**config.mk**
```make
export PLATFORM = sky130hd
export DESIGN_NAME = reg_bus_arbiter_flat
export DESIGN_NICKNAME = d
export VERILOG_FILES = /design/src/rtl/reg_bus_pkg.sv /design/src/rtl/reg_bus_arbiter_if.sv /design/src/rtl/rr_arbiter2.sv /design/src/rtl/reg_bus_arbiter.sv /design/src/flat_wrapper.sv
export SDC_FILE = /design/constraint.sdc
export NUM_CORES = 1
export LEC_CHECK = 0
export BUFFER_PORTS_ARGS = -buffer_cell sky130_fd_sc_hd__buf_2
export CAP_MARGIN = 30
export CORE_UTILIZATION = 43
export CTS_BUF_LIST = sky130_fd_sc_hd__clkbuf_2 sky130_fd_sc_hd__clkbuf_4 sky130_fd_sc_hd__clkbuf_8
export CTS_CLUSTER_SIZE = 14
export DETAILED_ROUTE_END_ITERATION = 16
export PLACE_DENSITY_LB_ADDON = 0.1
export SETUP_SLACK_MARGIN = 0.2
export SKIP_LAST_GASP = 1
export SLEW_MARGIN = 10
export SYNTH_ARGS = -nofsm -noshare
export SYNTH_HDL_FRONTEND = slang
export SYNTH_SLANG_ARGS = --single-unit
```
**constraint.sdc**
```tcl
create_clock -name clk -period 4.24 [get_ports clk]
set_input_delay 0.848 -clock clk [delete_from_list [all_inputs] [get_ports clk]]
set_output_delay 0.848 -clock clk [all_outputs]
set_load 0.03 [all_outputs]
```
**src/rtl/reg_bus_pkg.sv**
```systemverilog
// Shared encodings and default widths for the register-bus controllers.
package reg_bus_pkg;

  localparam int ADDR_W_DEF = 16;
  localparam int DATA_W_DEF = 16;
  localparam int BE_W       = 2;
  localparam int STROBE_DEF = 2;

  typedef enum logic [2:0] {
    IDLE   = 3'd0,
    SETUP  = 3'd1,
    STROBE = 3'd2,
    HOLD   = 3'd3,
    DONE   = 3'd4
  } state_e;

  typedef enum logic {
    GRANT_A = 1'b0,
    GRANT_B = 1'b1
  } grant_e;

endpackage

```
**src/rtl/reg_bus_arbiter_if.sv**
```systemverilog
// Requester ports A/B plus the register-bus side of the arbiter.
interface reg_bus_arbiter_if
  import reg_bus_pkg::*;
#(
  parameter int ADDR_WIDTH = ADDR_W_DEF,
  parameter int DATA_WIDTH = DATA_W_DEF
);
  logic                  a_req, a_wr, a_ack;
  logic [BE_W-1:0]       a_be;
  logic [ADDR_WIDTH-1:0] a_addr;
  logic [DATA_WIDTH-1:0] a_wdata, a_rdata;

  logic                  b_req, b_wr, b_ack;
  logic [BE_W-1:0]       b_be;
  logic [ADDR_WIDTH-1:0] b_addr;
  logic [DATA_WIDTH-1:0] b_wdata, b_rdata;

  logic                  bus_en, bus_rd, bus_wr, bus_doe, busy;
  logic [BE_W-1:0]       bus_be;
  logic [ADDR_WIDTH-1:0] bus_addr;
  logic [DATA_WIDTH-1:0] bus_dout, bus_din;

  // Arbiter view.
  modport master (
    input  a_req, a_wr, a_be, a_addr, a_wdata,
    input  b_req, b_wr, b_be, b_addr, b_wdata,
    input  bus_din,
    output a_ack, a_rdata, b_ack, b_rdata,
    output bus_en, bus_rd, bus_wr, bus_be, bus_addr, bus_dout, bus_doe, busy
  );

  // Requesters and register block view.
  modport slave (
    output a_req, a_wr, a_be, a_addr, a_wdata,
    output b_req, b_wr, b_be, b_addr, b_wdata,
    output bus_din,
    input  a_ack, a_rdata, b_ack, b_rdata,
    input  bus_en, bus_rd, bus_wr, bus_be, bus_addr, bus_dout, bus_doe, busy
  );
endinterface

```
**src/rtl/rr_arbiter2.sv**
```systemverilog
// Two-input round-robin picker; last_grant only advances when a grant is taken.
module rr_arbiter2
  import reg_bus_pkg::*;
(
  input  logic   clk,
  input  logic   reset,
  input  logic   en,
  input  logic   req_a,
  input  logic   req_b,
  output logic   gnt_vld,
  output grant_e gnt
);
  grant_e last;

  // On a tie the port not served last wins; otherwise the sole requester.
  always_comb begin
    gnt_vld = req_a | req_b;
    gnt     = GRANT_A;
    if (req_a && req_b) gnt = (last == GRANT_A) ? GRANT_B : GRANT_A;
    else if (req_b)     gnt = GRANT_B;
  end

  // Remember who was served; resets to B so A wins the first tie.
  always_ff @(posedge clk) begin
    if (!reset)              last <= GRANT_B;
    else if (en && gnt_vld)  last <= gnt;
  end
endmodule

```
**src/rtl/reg_bus_arbiter.sv**
```systemverilog
// Shares the control-register bus between host (A) and engine (B); each grant
// runs SETUP -> STROBE x N -> HOLD -> DONE with fully registered outputs.
module reg_bus_arbiter
  import reg_bus_pkg::*;
#(
  parameter int ADDR_WIDTH    = ADDR_W_DEF,
  parameter int DATA_WIDTH    = DATA_W_DEF,
  parameter int STROBE_CYCLES = STROBE_DEF
) (
  input logic               clk,
  input logic               reset,
  reg_bus_arbiter_if.master bif
);
  localparam int CNT_W = $clog2(STROBE_CYCLES + 1);

  generate
    if (STROBE_CYCLES < 1 || STROBE_CYCLES > 15) begin : g_bad_strobe
      $error("reg_bus_arbiter: STROBE_CYCLES must be 1..15");
    end
  endgenerate

  typedef struct packed {
    logic                  wr;
    logic [BE_W-1:0]       be;
    logic [ADDR_WIDTH-1:0] addr;
    logic [DATA_WIDTH-1:0] wdata;
  } req_t;

  state_e          state, nxt;
  logic [CNT_W-1:0] cnt, cnt_d;
  grant_e          gnt_q, gnt_d;
  req_t            cur, cur_d;
  logic            arb_en, arb_vld, cap;
  grant_e          arb_gnt;
  logic            en_d, doe_d;

  assign arb_en = (state == IDLE);

  rr_arbiter2 u_arb (
    .clk     (clk),
    .reset   (reset),
    .en      (arb_en),
    .req_a   (bif.a_req),
    .req_b   (bif.b_req),
    .gnt_vld (arb_vld),
    .gnt     (arb_gnt)
  );

  // Next state, strobe counter and latched request fields.
  always_comb begin
    nxt   = state;
    cnt_d = cnt;
    gnt_d = gnt_q;
    cur_d = cur;
    unique case (state)
      IDLE: if (arb_vld) begin
        gnt_d = arb_gnt;
        cur_d = (arb_gnt == GRANT_A) ?
                req_t'{wr: bif.a_wr, be: bif.a_be, addr: bif.a_addr, wdata: bif.a_wdata} :
                req_t'{wr: bif.b_wr, be: bif.b_be, addr: bif.b_addr, wdata: bif.b_wdata};
        nxt   = SETUP;
      end
      SETUP: begin
        cnt_d = CNT_W'(STROBE_CYCLES);
        nxt   = STROBE;
      end
      STROBE: begin
        cnt_d = cnt - CNT_W'(1);
        if (cnt == CNT_W'(1)) nxt = HOLD;
      end
      HOLD:    nxt = DONE;
      DONE:    nxt = IDLE;
      default: nxt = IDLE;
    endcase
  end

  // Bus drive for the coming cycle is derived from the next state so the
  // outputs themselves are flops; write data stays up through HOLD.
  assign en_d  = (nxt == SETUP) || (nxt == STROBE) || (nxt == HOLD);
  assign doe_d = en_d && cur_d.wr;
  // Read data is sampled on the final strobe cycle.
  assign cap   = (state == STROBE) && (cnt == CNT_W'(1)) && !cur.wr;

  // State, datapath and registered outputs.
  always_ff @(posedge clk) begin
    if (!reset) begin
      state        <= IDLE;
      cnt          <= '0;
      gnt_q        <= GRANT_B;
      cur          <= '0;
      bif.bus_en   <= 1'b0;
      bif.bus_rd   <= 1'b0;
      bif.bus_wr   <= 1'b0;
      bif.bus_doe  <= 1'b0;
      bif.bus_be   <= '0;
      bif.bus_addr <= '0;
      bif.bus_dout <= '0;
      bif.busy     <= 1'b0;
      bif.a_ack    <= 1'b0;
      bif.b_ack    <= 1'b0;
      bif.a_rdata  <= '0;
      bif.b_rdata  <= '0;
    end else begin
      state        <= nxt;
      cnt          <= cnt_d;
      gnt_q        <= gnt_d;
      cur          <= cur_d;
      bif.bus_en   <= en_d;
      bif.bus_rd   <= (nxt == STROBE) && !cur_d.wr;
      bif.bus_wr   <= (nxt == STROBE) && cur_d.wr;
      bif.bus_doe  <= doe_d;
      bif.bus_be   <= en_d  ? cur_d.be    : '0;
      bif.bus_addr <= en_d  ? cur_d.addr  : '0;
      bif.bus_dout <= doe_d ? cur_d.wdata : '0;
      bif.busy     <= (nxt != IDLE);
      bif.a_ack    <= (nxt == DONE) && (gnt_d == GRANT_A);
      bif.b_ack    <= (nxt == DONE) && (gnt_d == GRANT_B);
      if (cap && gnt_q == GRANT_A) bif.a_rdata <= bif.bus_din;
      if (cap && gnt_q == GRANT_B) bif.b_rdata <= bif.bus_din;
    end
  end
endmodule
```
**src/flat_wrapper.sv**
```systemverilog
// flat-port wrapper written by rule: the top's interface ports become plain ports
module reg_bus_arbiter_flat import reg_bus_pkg::*;
#(
  parameter int ADDR_WIDTH    = ADDR_W_DEF,
  parameter int DATA_WIDTH    = DATA_W_DEF,
  parameter int STROBE_CYCLES = STROBE_DEF
)
  (clk, reset, bif_a_req, bif_a_wr, bif_a_be, bif_a_addr, bif_a_wdata, bif_b_req, bif_b_wr, bif_b_be, bif_b_addr, bif_b_wdata, bif_bus_din, bif_a_ack, bif_a_rdata, bif_b_ack, bif_b_rdata, bif_bus_en, bif_bus_rd, bif_bus_wr, bif_bus_be, bif_bus_addr, bif_bus_dout, bif_bus_doe, bif_busy);
  reg_bus_arbiter_if #(.ADDR_WIDTH(ADDR_WIDTH), .DATA_WIDTH(DATA_WIDTH)) bif_i ();
  input logic clk;
  input logic reset;
  input wire logic [$bits(bif_i.a_req)-1:0] bif_a_req;
  input wire logic [$bits(bif_i.a_wr)-1:0] bif_a_wr;
  input wire logic [$bits(bif_i.a_be)-1:0] bif_a_be;
  input wire logic [$bits(bif_i.a_addr)-1:0] bif_a_addr;
  input wire logic [$bits(bif_i.a_wdata)-1:0] bif_a_wdata;
  input wire logic [$bits(bif_i.b_req)-1:0] bif_b_req;
  input wire logic [$bits(bif_i.b_wr)-1:0] bif_b_wr;
  input wire logic [$bits(bif_i.b_be)-1:0] bif_b_be;
  input wire logic [$bits(bif_i.b_addr)-1:0] bif_b_addr;
  input wire logic [$bits(bif_i.b_wdata)-1:0] bif_b_wdata;
  input wire logic [$bits(bif_i.bus_din)-1:0] bif_bus_din;
  output wire logic [$bits(bif_i.a_ack)-1:0] bif_a_ack;
  output wire logic [$bits(bif_i.a_rdata)-1:0] bif_a_rdata;
  output wire logic [$bits(bif_i.b_ack)-1:0] bif_b_ack;
  output wire logic [$bits(bif_i.b_rdata)-1:0] bif_b_rdata;
  output wire logic [$bits(bif_i.bus_en)-1:0] bif_bus_en;
  output wire logic [$bits(bif_i.bus_rd)-1:0] bif_bus_rd;
  output wire logic [$bits(bif_i.bus_wr)-1:0] bif_bus_wr;
  output wire logic [$bits(bif_i.bus_be)-1:0] bif_bus_be;
  output wire logic [$bits(bif_i.bus_addr)-1:0] bif_bus_addr;
  output wire logic [$bits(bif_i.bus_dout)-1:0] bif_bus_dout;
  output wire logic [$bits(bif_i.bus_doe)-1:0] bif_bus_doe;
  output wire logic [$bits(bif_i.busy)-1:0] bif_busy;
  assign bif_i.a_req = bif_a_req;
  assign bif_i.a_wr = bif_a_wr;
  assign bif_i.a_be = bif_a_be;
  assign bif_i.a_addr = bif_a_addr;
  assign bif_i.a_wdata = bif_a_wdata;
  assign bif_i.b_req = bif_b_req;
  assign bif_i.b_wr = bif_b_wr;
  assign bif_i.b_be = bif_b_be;
  assign bif_i.b_addr = bif_b_addr;
  assign bif_i.b_wdata = bif_b_wdata;
  assign bif_i.bus_din = bif_bus_din;
  assign bif_a_ack = bif_i.a_ack;
  assign bif_a_rdata = bif_i.a_rdata;
  assign bif_b_ack = bif_i.b_ack;
  assign bif_b_rdata = bif_i.b_rdata;
  assign bif_bus_en = bif_i.bus_en;
  assign bif_bus_rd = bif_i.bus_rd;
  assign bif_bus_wr = bif_i.bus_wr;
  assign bif_bus_be = bif_i.bus_be;
  assign bif_bus_addr = bif_i.bus_addr;
  assign bif_bus_dout = bif_i.bus_dout;
  assign bif_bus_doe = bif_i.bus_doe;
  assign bif_busy = bif_i.busy;
  reg_bus_arbiter #(.ADDR_WIDTH(ADDR_WIDTH), .DATA_WIDTH(DATA_WIDTH), .STROBE_CYCLES(STROBE_CYCLES)) u_core (.clk(clk), .reset(reset), .bif(bif_i));
endmodule
```
==> results of run 1 <==
[area by class of cell]
type | instances | area (um^2) | area share
clock inverters | 10 | 155 | 0.0253
repair buffers | 168 | 876 | 0.143
multi-input cells | 352 | 2330 | 0.380
inverters | 5 | 18.8 | 0.00305
clock buffers | 22 | 284 | 0.0462
flip-flops and latches | 115 | 2300 | 0.375
well taps | 140 | 175 | 0.0285
[logic make-up (layout without fill, tap and decap cells)]
kind of cell               after synthesis  after routing  share of synthesized area
AOI/OAI and AO/OA                      136            136                      0.209
adders and majority gates                1              1                    0.00252
buffers and inverters                   61            205                     0.0682
DFF                                    115            115                      0.463
muxes                                   32             32                     0.0644
and+or+nand+nor                        183            183                      0.193
[worst max-delay path, cell delays in order]
cell and delay, ns:
buf_2 0.41, a21bo_2 0.82, o21ai_0 0.28, a311oi_1 0.32
[layout by cell type (no fill, tap or decap), drive strengths merged, types with 2 or more instances in the layout]
cell / synthesis / layout
mux2i: 32 / 32
a221oi: 18 / 18
nand2b: 21 / 21
clkinv: 1 / 5
a21oi: 40 / 40
clkbuf: 16 / 22
and2: 19 / 19
nor3: 39 / 39
a211oi: 17 / 17
a22oi: 16 / 16
nor2: 8 / 8
nand2: 52 / 52
and3: 2 / 2
o32ai: 16 / 16
nor2b: 2 / 2
dfxtp: 115 / 115
clkinvlp: 0 / 2
bufinv: 0 / 4
inv: 4 / 4
a311oi: 18 / 18
buf: 40 / 168
o21ai: 5 / 5
nand3: 33 / 33
[per-layer routing]
layer	routed length, um	share of wire
met5	0	0
met4	155	0.012
met3	1070	0.081
met2	6140	0.47
met1	5820	0.44
[per-stage QoR]
stage                util  power, mW
detailed placement  0.515       1.86
finish              0.557       2.96
floorplan               -       1.71
CTS                 0.555       2.98
global route        0.557       3.10
global placement    0.514       1.85
[Yosys cell counts (2+ instances only)]
cell type	n
dfxtp_1	115
nand2_1	50
a21oi_1	40
nor3_1	38
mux2i_1	32
nand3_1	32
buf_2	21
nand2b_1	21
a311oi_1	18
and2_1	18
a211oi_1	17
a22oi_1	16
o32ai_1	16
clkbuf_1	15
a221oi_1	9
a221oi_2	9
buf_4	8
buf_6	7
nor2_1	7
o21ai_0	5
buf_1	4
inv_1	3
and3_1	2
nand2_2	2
nor2b_1	2
[registers in the layout (all words and copies together), names as in the netlist]
| register | cells |
|---|---|
| u_core.bif.a_ack | 1 |
| u_core.bif.bus_doe | 1 |
| u_core.bif.b_rdata | 16 |
| u_core.bif.busy | 1 |
| u_core.bif.bus_addr | 16 |
| u_core.bif.bus_be | 2 |
| u_core.bif.bus_wr | 1 |
| u_core.bif.bus_en | 1 |
| u_core.gnt_q | 1 |
| u_core.cur | 35 |
| u_core.bif.bus_dout | 16 |
| u_core.u_arb.last | 1 |
| u_core.bif.a_rdata | 16 |
| u_core.bif.b_ack | 1 |
| u_core.state | 3 |
| u_core.bif.bus_rd | 1 |
| u_core.cnt | 2 |
[how the worst min path moves through the flow]
stage | start | endpoint | cells after the start
6_report | u_core.bif.b_rdata[7]$_SDFFE_PN0P_ | u_core.bif.b_rdata[7]$_SDFFE_PN0P_ | 2
5_1_grt | u_core.bif.b_rdata[9]$_SDFFE_PN0P_ | u_core.bif.b_rdata[9]$_SDFFE_PN0P_ | 2
4_1_cts | u_core.bif.b_rdata[7]$_SDFFE_PN0P_ | u_core.bif.b_rdata[7]$_SDFFE_PN0P_ | 2
3_5_place_dp | u_core.bif.b_rdata[7]$_SDFFE_PN0P_ | u_core.bif.b_rdata[7]$_SDFFE_PN0P_ | 2
3_3_place_gp | u_core.bif.b_rdata[1]$_SDFFE_PN0P_ | u_core.bif.b_rdata[1]$_SDFFE_PN0P_ | 2
2_1_floorplan | u_core.cnt[0]$_SDFFE_PN0P_ | u_core.cnt[0]$_SDFFE_PN0P_ | 2
[where the power goes]
group,switching (mW),total (mW),internal [mW]
sequential,0.0561,1.25,1.19
clock,0.433,1.12,0.688
combinational,0.388,0.595,0.207
total,0.877,2.96,2.08
==> run metrics, run 1 <==
status completed; post-route cell area slightly above 6000 um^2; setup repair bufs after CTS 0; Mapped Avg Cell Area 9.42 um^2; # setup viols final 0; Fmax 421 MHz; FF-to-FF setup slack 1.97 ns; area fraction of the dominant cell type after synthesis 0.463; Startpoint Class input pin; Slew @ Worst Pin 0.950 ns; Area Overhead vs Synth 23.5%; count of cell types in the netlist 46; GRT met2 Usage 0.365; GR Overflow Total 0; final worst path period share 0.560; crit path from bif_a_req; Starting Density 0.451; PnR worst setup slack ~1.9 ns; IO Port Bufs 162; vias per cell between 5 and 6; Die Y ~110 um; I/O pin count about 160; CTS Buffer Depth 2; CTS buffer count 17; FFs w/ async S/R, synth 0; Nets 750; clock slew at reported path FFs 0.06 ns; relative slew slack 0.363; Mapped Cells 528; final cell count without fillers between 800 and 900; hold crit path type reg2reg; drt pass-1 iters 5; Leak Pwr around 2.8 nW; grt met3 use 0.0753; post-synth top area cell dfxtp_1; CTS sink cnt 115; vias in the first global route 4,348; Post-CTS Resized 0; ant diodes 0; row count 38; Max VDD drop ~0.00034 V; Synth area leaders dfxtp_1 46%, mux2i_1 6.4%, a21oi_1 4.0%; synth warn 0; Worst R2R Path Depth 4; met1 Use GR 0.281; residual DRC count 0; share of post-route cells with drive strength above 1 0.330; Max Clock Skew ~0.010 ns; CTS tree yes; GRT Max-Usage Layer met2; Power Density roughly 480 nW/um^2; Root Driver clkbuf_8; Fin Setup TNS 0 ns; H-tree depth 4; via count 4,512; pre-CTS WS 1.46 ns; Synth Net Count 619; Routed WL per cell between 15 and 20 um; Area after DPL around 5700 um^2; placed cells 779; Post-Syn Area 4970 um^2; number of antenna violations at the first check in global routing 0; prevailing post-synth register cell dfxtp_1; # hold bufs at CTS 0; Routed Antenna Nets 0; Core Region 11,000 um^2; DIE WIDTH approximately 110 um; pin count of the biggest net entering global routing 55; RSZ-0062 raised after global routing false; Hold Vio Cnt, Final 0; GRT Overall Usage 0.228; Critical R2R Capture u_core.bif.bus_dout[2]$_SDFF_PN0_; maxcap violations 0; number of synthesized flops with an enable pin 0; first-pass GRT wire length 20,900 um; Critical Path Sink u_core.bif.bus_doe$_SDFF_PN0_; placer congestion estimate roughly 0.75; FF-to-FF Start u_core.state[0]$_SDFF_PN0_; Crit path required time 4.55 ns; Final Slew Violations 0; clock period minus worst slack 2.37 ns; CP max FO 44; DIE AREA around 12,000 um^2; flops & latches, synth 115; CP Class in2reg; Clock Latency Late Sink between 0.4 and 0.5 ns; register area share after synthesis 0.463; crit path DAT between 2 and 3 ns; CP endpoint kind register; Total Routed Length 13,200 um; detailed router's first-iteration violation count 276; fill count around 1,000; final hold slack 0.455 ns; DPL Wire Length ~8300 um
(Power assumes the default switching activity.)
==> run 2, diff against run 1 <==
==> constraint.sdc (replaced) <==
create_clock -name clk -period 2.49 [get_ports clk]
set_input_delay 0.498 -clock clk [delete_from_list [all_inputs] [get_ports clk]]
set_output_delay 0.498 -clock clk [all_outputs]
set_load 0.03 [all_outputs]
==> run 2 against run 1 <==
  * Critical path depth fell by 1
  * Critical endpoint is now u_core.bif.bus_dout[11]$_SDFF_PN0_
  * Critical path type is now reg2reg
  * Clock-buffer cell count fell by 5
  * Sequential cell count did not move
  * Combinational power rose by 75%
  * First-iteration DRC count rose by 7.2%
  * Worst hold slack got worse by 0.12 ns
  * Clock power rose by 88%
  * Core utilization rose by 0.91 points
  * Global-route usage barely moved
==> run metrics, run 2 (synthesized netlist as in run 1, its figures left out) <==
Routed WL per cell 16.1 um (-0.88%); Crit path required time 2.73 ns (-1.82 ns); setup repair bufs after CTS 0 (unchanged); CP endpoint kind register; final worst path period share 0.848; DPL Wire Length 8470 um (+1.4%); DIE AREA 12,000 um^2 (unchanged); Max Clock Skew 0.0131 ns (+0.00274 ns); # setup viols final 0 (unchanged); I/O pin count 163 (unchanged); Clock Latency Late Sink 0.42 ns (about the same); CTS sink cnt 115 (unchanged); final hold slack 0.331 ns (-0.124 ns); Power Density 842 nW/um^2 (+75%); clock period minus worst slack 2.11 ns; GR Overflow Total 0 (unchanged); pin count of the biggest net entering global routing 52 (-5.5%); H-tree depth 4 (unchanged); maxcap violations 0 (unchanged); Routed Antenna Nets 0 (unchanged); first-pass GRT wire length 21,100 um (+0.66%); drt pass-1 iters 5 (unchanged); relative slew slack 0.416 (+0.0530); Cell Chain, Critical Path or3_4 > nor2_2 > a311oi_1; commonest non-fill, non-tap cell in the layout buf_2; hold crit path type in2reg; Fmax 474 MHz; Hold Vio Cnt, Final 0 (unchanged); Leak Pwr 2.87 nW (+1.6%); Post-CTS Resized 0 (unchanged); IO Port Bufs 162 (unchanged); CP Class reg2reg; max incr delay on CP 0.71 ns (-0.11 ns); Worst Hold Path Cells 3 (+1); Met2 Routed Length 6150 um (+0.29%); clock slew at reported path FFs 0.08 ns (+0.02 ns); RSZ-0062 raised after global routing false; most frequent cells in the layout 162 x buf_2, 115 x dfxtp_1, 50 x nand2_1, 40 x a21oi_1, 38 x nor3_1; vias per cell 5.53 (-0.57%); PnR worst setup slack 0.379 ns (-1.49 ns); Starting Density 0.451 (unchanged); Fin Setup TNS 0 ns (unchanged); register with the most flip-flops u_core.cur; Root Driver clkbuf_8; CTS buffer count 17 (unchanged); Slew @ Worst Pin 0.875 ns (-0.0748 ns); crit path DAT 2.35 ns (-0.34 ns); Final Slew Violations 0 (unchanged); DIE WIDTH 110 um (unchanged); via count 4,525 (+0.29%); Die Y 110 um (unchanged); detailed-route wire length on metal 1 5620 um (-3.5%); ant diodes 0 (unchanged); Worst R2R Path Depth 3 (-1); number of antenna violations at the first check in global routing 0 (unchanged); CTS tree yes; Worst path slowest cell nor2_2; share of post-route cells with drive strength above 1 0.337 (+0.00690); status completed; detailed router's first-iteration violation count 296 (+7.2%); Max VDD drop 0.000345 V (+0.46%); placer congestion estimate 0.763 (+2.2%); GRT Overall Usage 0.228 (-0.000415); max FFs per register 35 (unchanged); row count 38 (unchanged); # hold bufs at CTS 0 (unchanged); CTS Buffer Depth 2 (unchanged); Core Region 11,000 um^2 (unchanged); Area Overhead vs Synth 25.5%; met3 routed WL 1260 um (+17%); Total Routed Length 13,200 um (about the same); Startpoint Class register; Top Metal Used met4; CP max FO 20 (-55%); vias in the first global route 4,346 (-0.046%); Nets 757 (+0.93%); pre-CTS WS 0.343 ns (-1.11 ns); residual DRC count 0 (unchanged)
[run 2: cell count changes in the layout (fill, tap and decap cells not counted), moves of 2 or more]
cell	previous run	this run
buf_4	4	11
clkinv_4	0	6
clkinv_2	4	0
clkbuf_4	3	0
bufinv_16	4	6
clkbuf_8	19	17
[run 2: report_power, final]
group	internal (mW)	switching, mW
clock	1.30	0.806
sequential	2.02	0.0820
combinational	0.367	0.672
[run 2: cell type report]
cell class	instances	area (um^2)
clock buffers	17	234
clock inverters	15	256
fillers	1042	4790
inverters	5	18.8
multi-input cells	352	2330
flip-flops and latches	115	2300
well taps	140	175
repair buffers	175	925
[run 2: worst paths after layout]
check                                                   startpoint                                  end  slack, ns
worst max-delay path                    u_core.state[0]$_SDFF_PN0_   u_core.bif.bus_dout[11]$_SDFF_PN0_       0.38
worst max register to register          u_core.state[0]$_SDFF_PN0_   u_core.bif.bus_dout[11]$_SDFF_PN0_       0.38
worst min register to register  u_core.bif.b_rdata[5]$_SDFFE_PN0P_   u_core.bif.b_rdata[5]$_SDFFE_PN0P_       0.46
worst min-delay path                               bif_bus_din[14]  u_core.bif.a_rdata[14]$_SDFFE_PN0P_       0.33
[run 2: routing by layer]
metal,vias to the layer above,track usage
li1,2226,-
met1,2076,0.287
met4,0,0.0886
met5,-,0
met2,210,0.361
met3,13,0.0741
[run 2: critical path, delay by kind of cell (launching register included)]
kind	cells	cell delay, ns
AO/OA/AOI/OAI	1	0.20
flip-flops	1	0.45
AND/OR/NAND/NOR	2	1.28
[run 2: metrics by stage]
stage / util / area, um^2 / cells / power (mW)
5_1_grt: 0.566 / 6240 / 819 / 5.50
3_3_place_gp: 0.519 / 5720 / 785 / 3.16
6_report: 0.566 / 6240 / 819 / 5.26
4_1_cts: 0.564 / 6220 / 818 / 5.28
2_1_floorplan: - / 4970 / 528 / 2.91
3_5_place_dp: 0.520 / 5730 / 786 / 3.18
==> run 3, diff against run 2 <==
==> constraint.sdc (replaced) <==
create_clock -name clk -period 1.8 [get_ports clk]
set_input_delay 0.36 -clock clk [delete_from_list [all_inputs] [get_ports clk]]
set_output_delay 0.36 -clock clk [all_outputs]
set_load 0.03 [all_outputs]
==> run 3 against run 2 <==
  * Die area unchanged
  * Clock skew down 0.0025 ns
  * Largest power group unchanged
  * Sequential share of layout area down 0.64 points
  * Power up 31%
  * Critical path depth up 1
  * Clock power up 15%
==> run metrics, run 3 (synthesized netlist as in run 1, its figures left out) <==
status completed; Hold Vio Cnt, Final 0 (unchanged); clock slew at reported path FFs 0.07 ns (about the same); most frequent cells in the layout 162 x buf_2, 113 x dfxtp_1, 50 x nand2_1, 40 x a21oi_1, 38 x nor3_1; CP max FO 19 (-5.0%); CTS buffer count 17 (unchanged); FF-to-FF setup slack 0.32 ns (-0.06 ns); CTS Buffer Depth 2 (unchanged); detailed router's first-iteration violation count 326 (+10%); GRT Overall Usage 0.229 (+0.00102); Worst R2R Path Depth 4 (+1); hold endpoint u_core.bif.b_rdata[10]$_SDFFE_PN0P_; hold crit path type in2reg; Routed Antenna Nets 0 (unchanged); Critical R2R Capture u_core.cur[20]$_SDFF_PN0_; Root Driver clkbuf_8; Area Overhead vs Synth 27.9%; CP Class reg2reg; pre-CTS WS -0.00873 ns (-0.352 ns); share of post-route cells with drive strength above 1 0.358 (+0.0208); Power Density 1080 nW/um^2 (+29%); hold_sp bif_bus_din[10]; crit path DAT 1.79 ns (-0.56 ns); Layout Utilization 0.577 (+0.0107); setup repair bufs after CTS 0 (unchanged); Nets 766 (+1.2%); number of antenna violations at the first check in global routing 1 (+1); CP endpoint kind register; Slew @ Worst Pin 0.540 ns (-0.336 ns); Die Y 110 um (unchanged); via count 4,562 (+0.82%); final worst path period share 0.825 (-0.0228); Worst Hold Path Cells 3 (unchanged); Post-CTS Resized 2 (+2); Clock Latency Late Sink 0.43 ns (about the same); max FFs per register 35 (unchanged); Core Region 11,000 um^2 (unchanged); maxcap violations 0 (unchanged); Crit path required time 2.10 ns (-0.63 ns); placer congestion estimate 0.782 (+2.5%); DIE AREA 12,000 um^2 (unchanged); RSZ-0062 raised after global routing false; clock period minus worst slack 1.48 ns (-0.626 ns); relative slew slack 0.639 (+0.223); CTS sink cnt 115 (unchanged); Leak Pwr 2.94 nW (+2.4%); first-pass GRT wire length 21,000 um (-0.33%); # setup viols final 0 (unchanged); row count 38 (unchanged); DIE WIDTH 110 um (unchanged); DPL Wire Length 8520 um (+0.65%); Fmax 674 MHz (+42%); vias per cell 5.52 (-0.16%); PnR worst setup slack 0.315 ns (-0.0641 ns); GR Overflow Total 0 (unchanged); I/O pin count 163 (unchanged); # hold bufs at CTS 0 (unchanged); Total Routed Length 13,000 um (-1.7%); H-tree depth 4 (unchanged); pin count of the biggest net entering global routing 52 (unchanged); Starting Density 0.451 (unchanged); drt pass-1 iters 5 (unchanged); Routed WL per cell 15.7 um (-2.6%); FF-to-FF Start u_core.state[2]$_SDFF_PN0_; IO Port Bufs 162 (unchanged); Max VDD drop 0.000554 V (+61%); ant diodes 0 (unchanged); residual DRC count 0 (unchanged); Startpoint Class register; commonest non-fill, non-tap cell in the layout buf_2; Max Clock Skew 0.0107 ns (-0.00248 ns); CTS tree yes; Final Slew Violations 0 (unchanged); register with the most flip-flops u_core.cur; vias in the first global route 4,449 (+2.4%)
-- run 3: cell count changes in the layout (fill, tap and decap cells not counted), sizes merged --
cell      change
buf           +9
bufinv        -4
clkbuf       +10
clkinv        -4
clkinvlp      -2
inv           -1
-- run 3: worst max-delay path by stage --
stage / start / end / slack [ns]
final: u_core.state[2]$_SDFF_PN0_ / u_core.cur[20]$_SDFF_PN0_ / 0.32
after CTS: u_core.state[0]$_SDFF_PN0_ / u_core.bif.bus_addr[1]$_SDFF_PN0_ / 0.21
after global placement: bif_b_req / u_core.cur[13]$_SDFF_PN0_ / -0.10
after detailed placement: bif_b_req / u_core.cur[24]$_SDFF_PN0_ / -0.009
after floorplan: bif_a_req / u_core.cur[24]$_SDFF_PN0_ / 0.30
after global routing: u_core.u_arb.last$_SDFFE_PN1P_ / u_core.bif.bus_addr[1]$_SDFF_PN0_ / 0.22
-- run 3: layer usage --
metal,routed length (um),GRT usage
met5,0,0
met4,170,0.0990
met3,1090,0.0711
met2,5990,0.379
met1,5710,0.273
-- run 3: final cells by class --
| type | count | area, um^2 |
|---|---|---|
| clock buffer | 27 | 340 |
| tap | 140 | 175 |
| inverter | 5 | 18.8 |
| timing repair buffer | 184 | 1080 |
| sequential | 115 | 2300 |
| clock inverter | 4 | 70.1 |
| fill | 1012 | 4670 |
| multi-input combinational | 352 | 2370 |
-- run 3: power by group --
| part | switching [mW] | total, mW | internal, mW |
|---|---|---|---|
| Combinational | 0.960 | 1.54 | 0.585 |
| Clock | 0.954 | 2.43 | 1.48 |
| Sequential | 0.108 | 2.91 | 2.80 |
| Total | 2.02 | 6.89 | 4.87 |
-- run 3: critical path, stage by stage, from the launching register on --
cell,delay (ns)
dfxtp_1,0.42
or3_4,0.40
buf_12,0.17
a221oi_1,0.27
nor3_1,0.10
-- run 3: through the flow --
stage | hold WS [ns] | area, um^2 | std cells | TNS, ns | total power [mW]
floorplan | 0.481 | 4970 | 528 | 0 | 4.03
global placement | 0.443 | 5900 | 795 | -1.53 | 4.45
detailed placement | 0.450 | 5910 | 796 | -0.0121 | 4.49
CTS | 0.170 | 6330 | 827 | 0 | 6.93
global route | 0.167 | 6360 | 827 | 0 | 7.24
finish | 0.193 | 6360 | 827 | 0 | 6.89
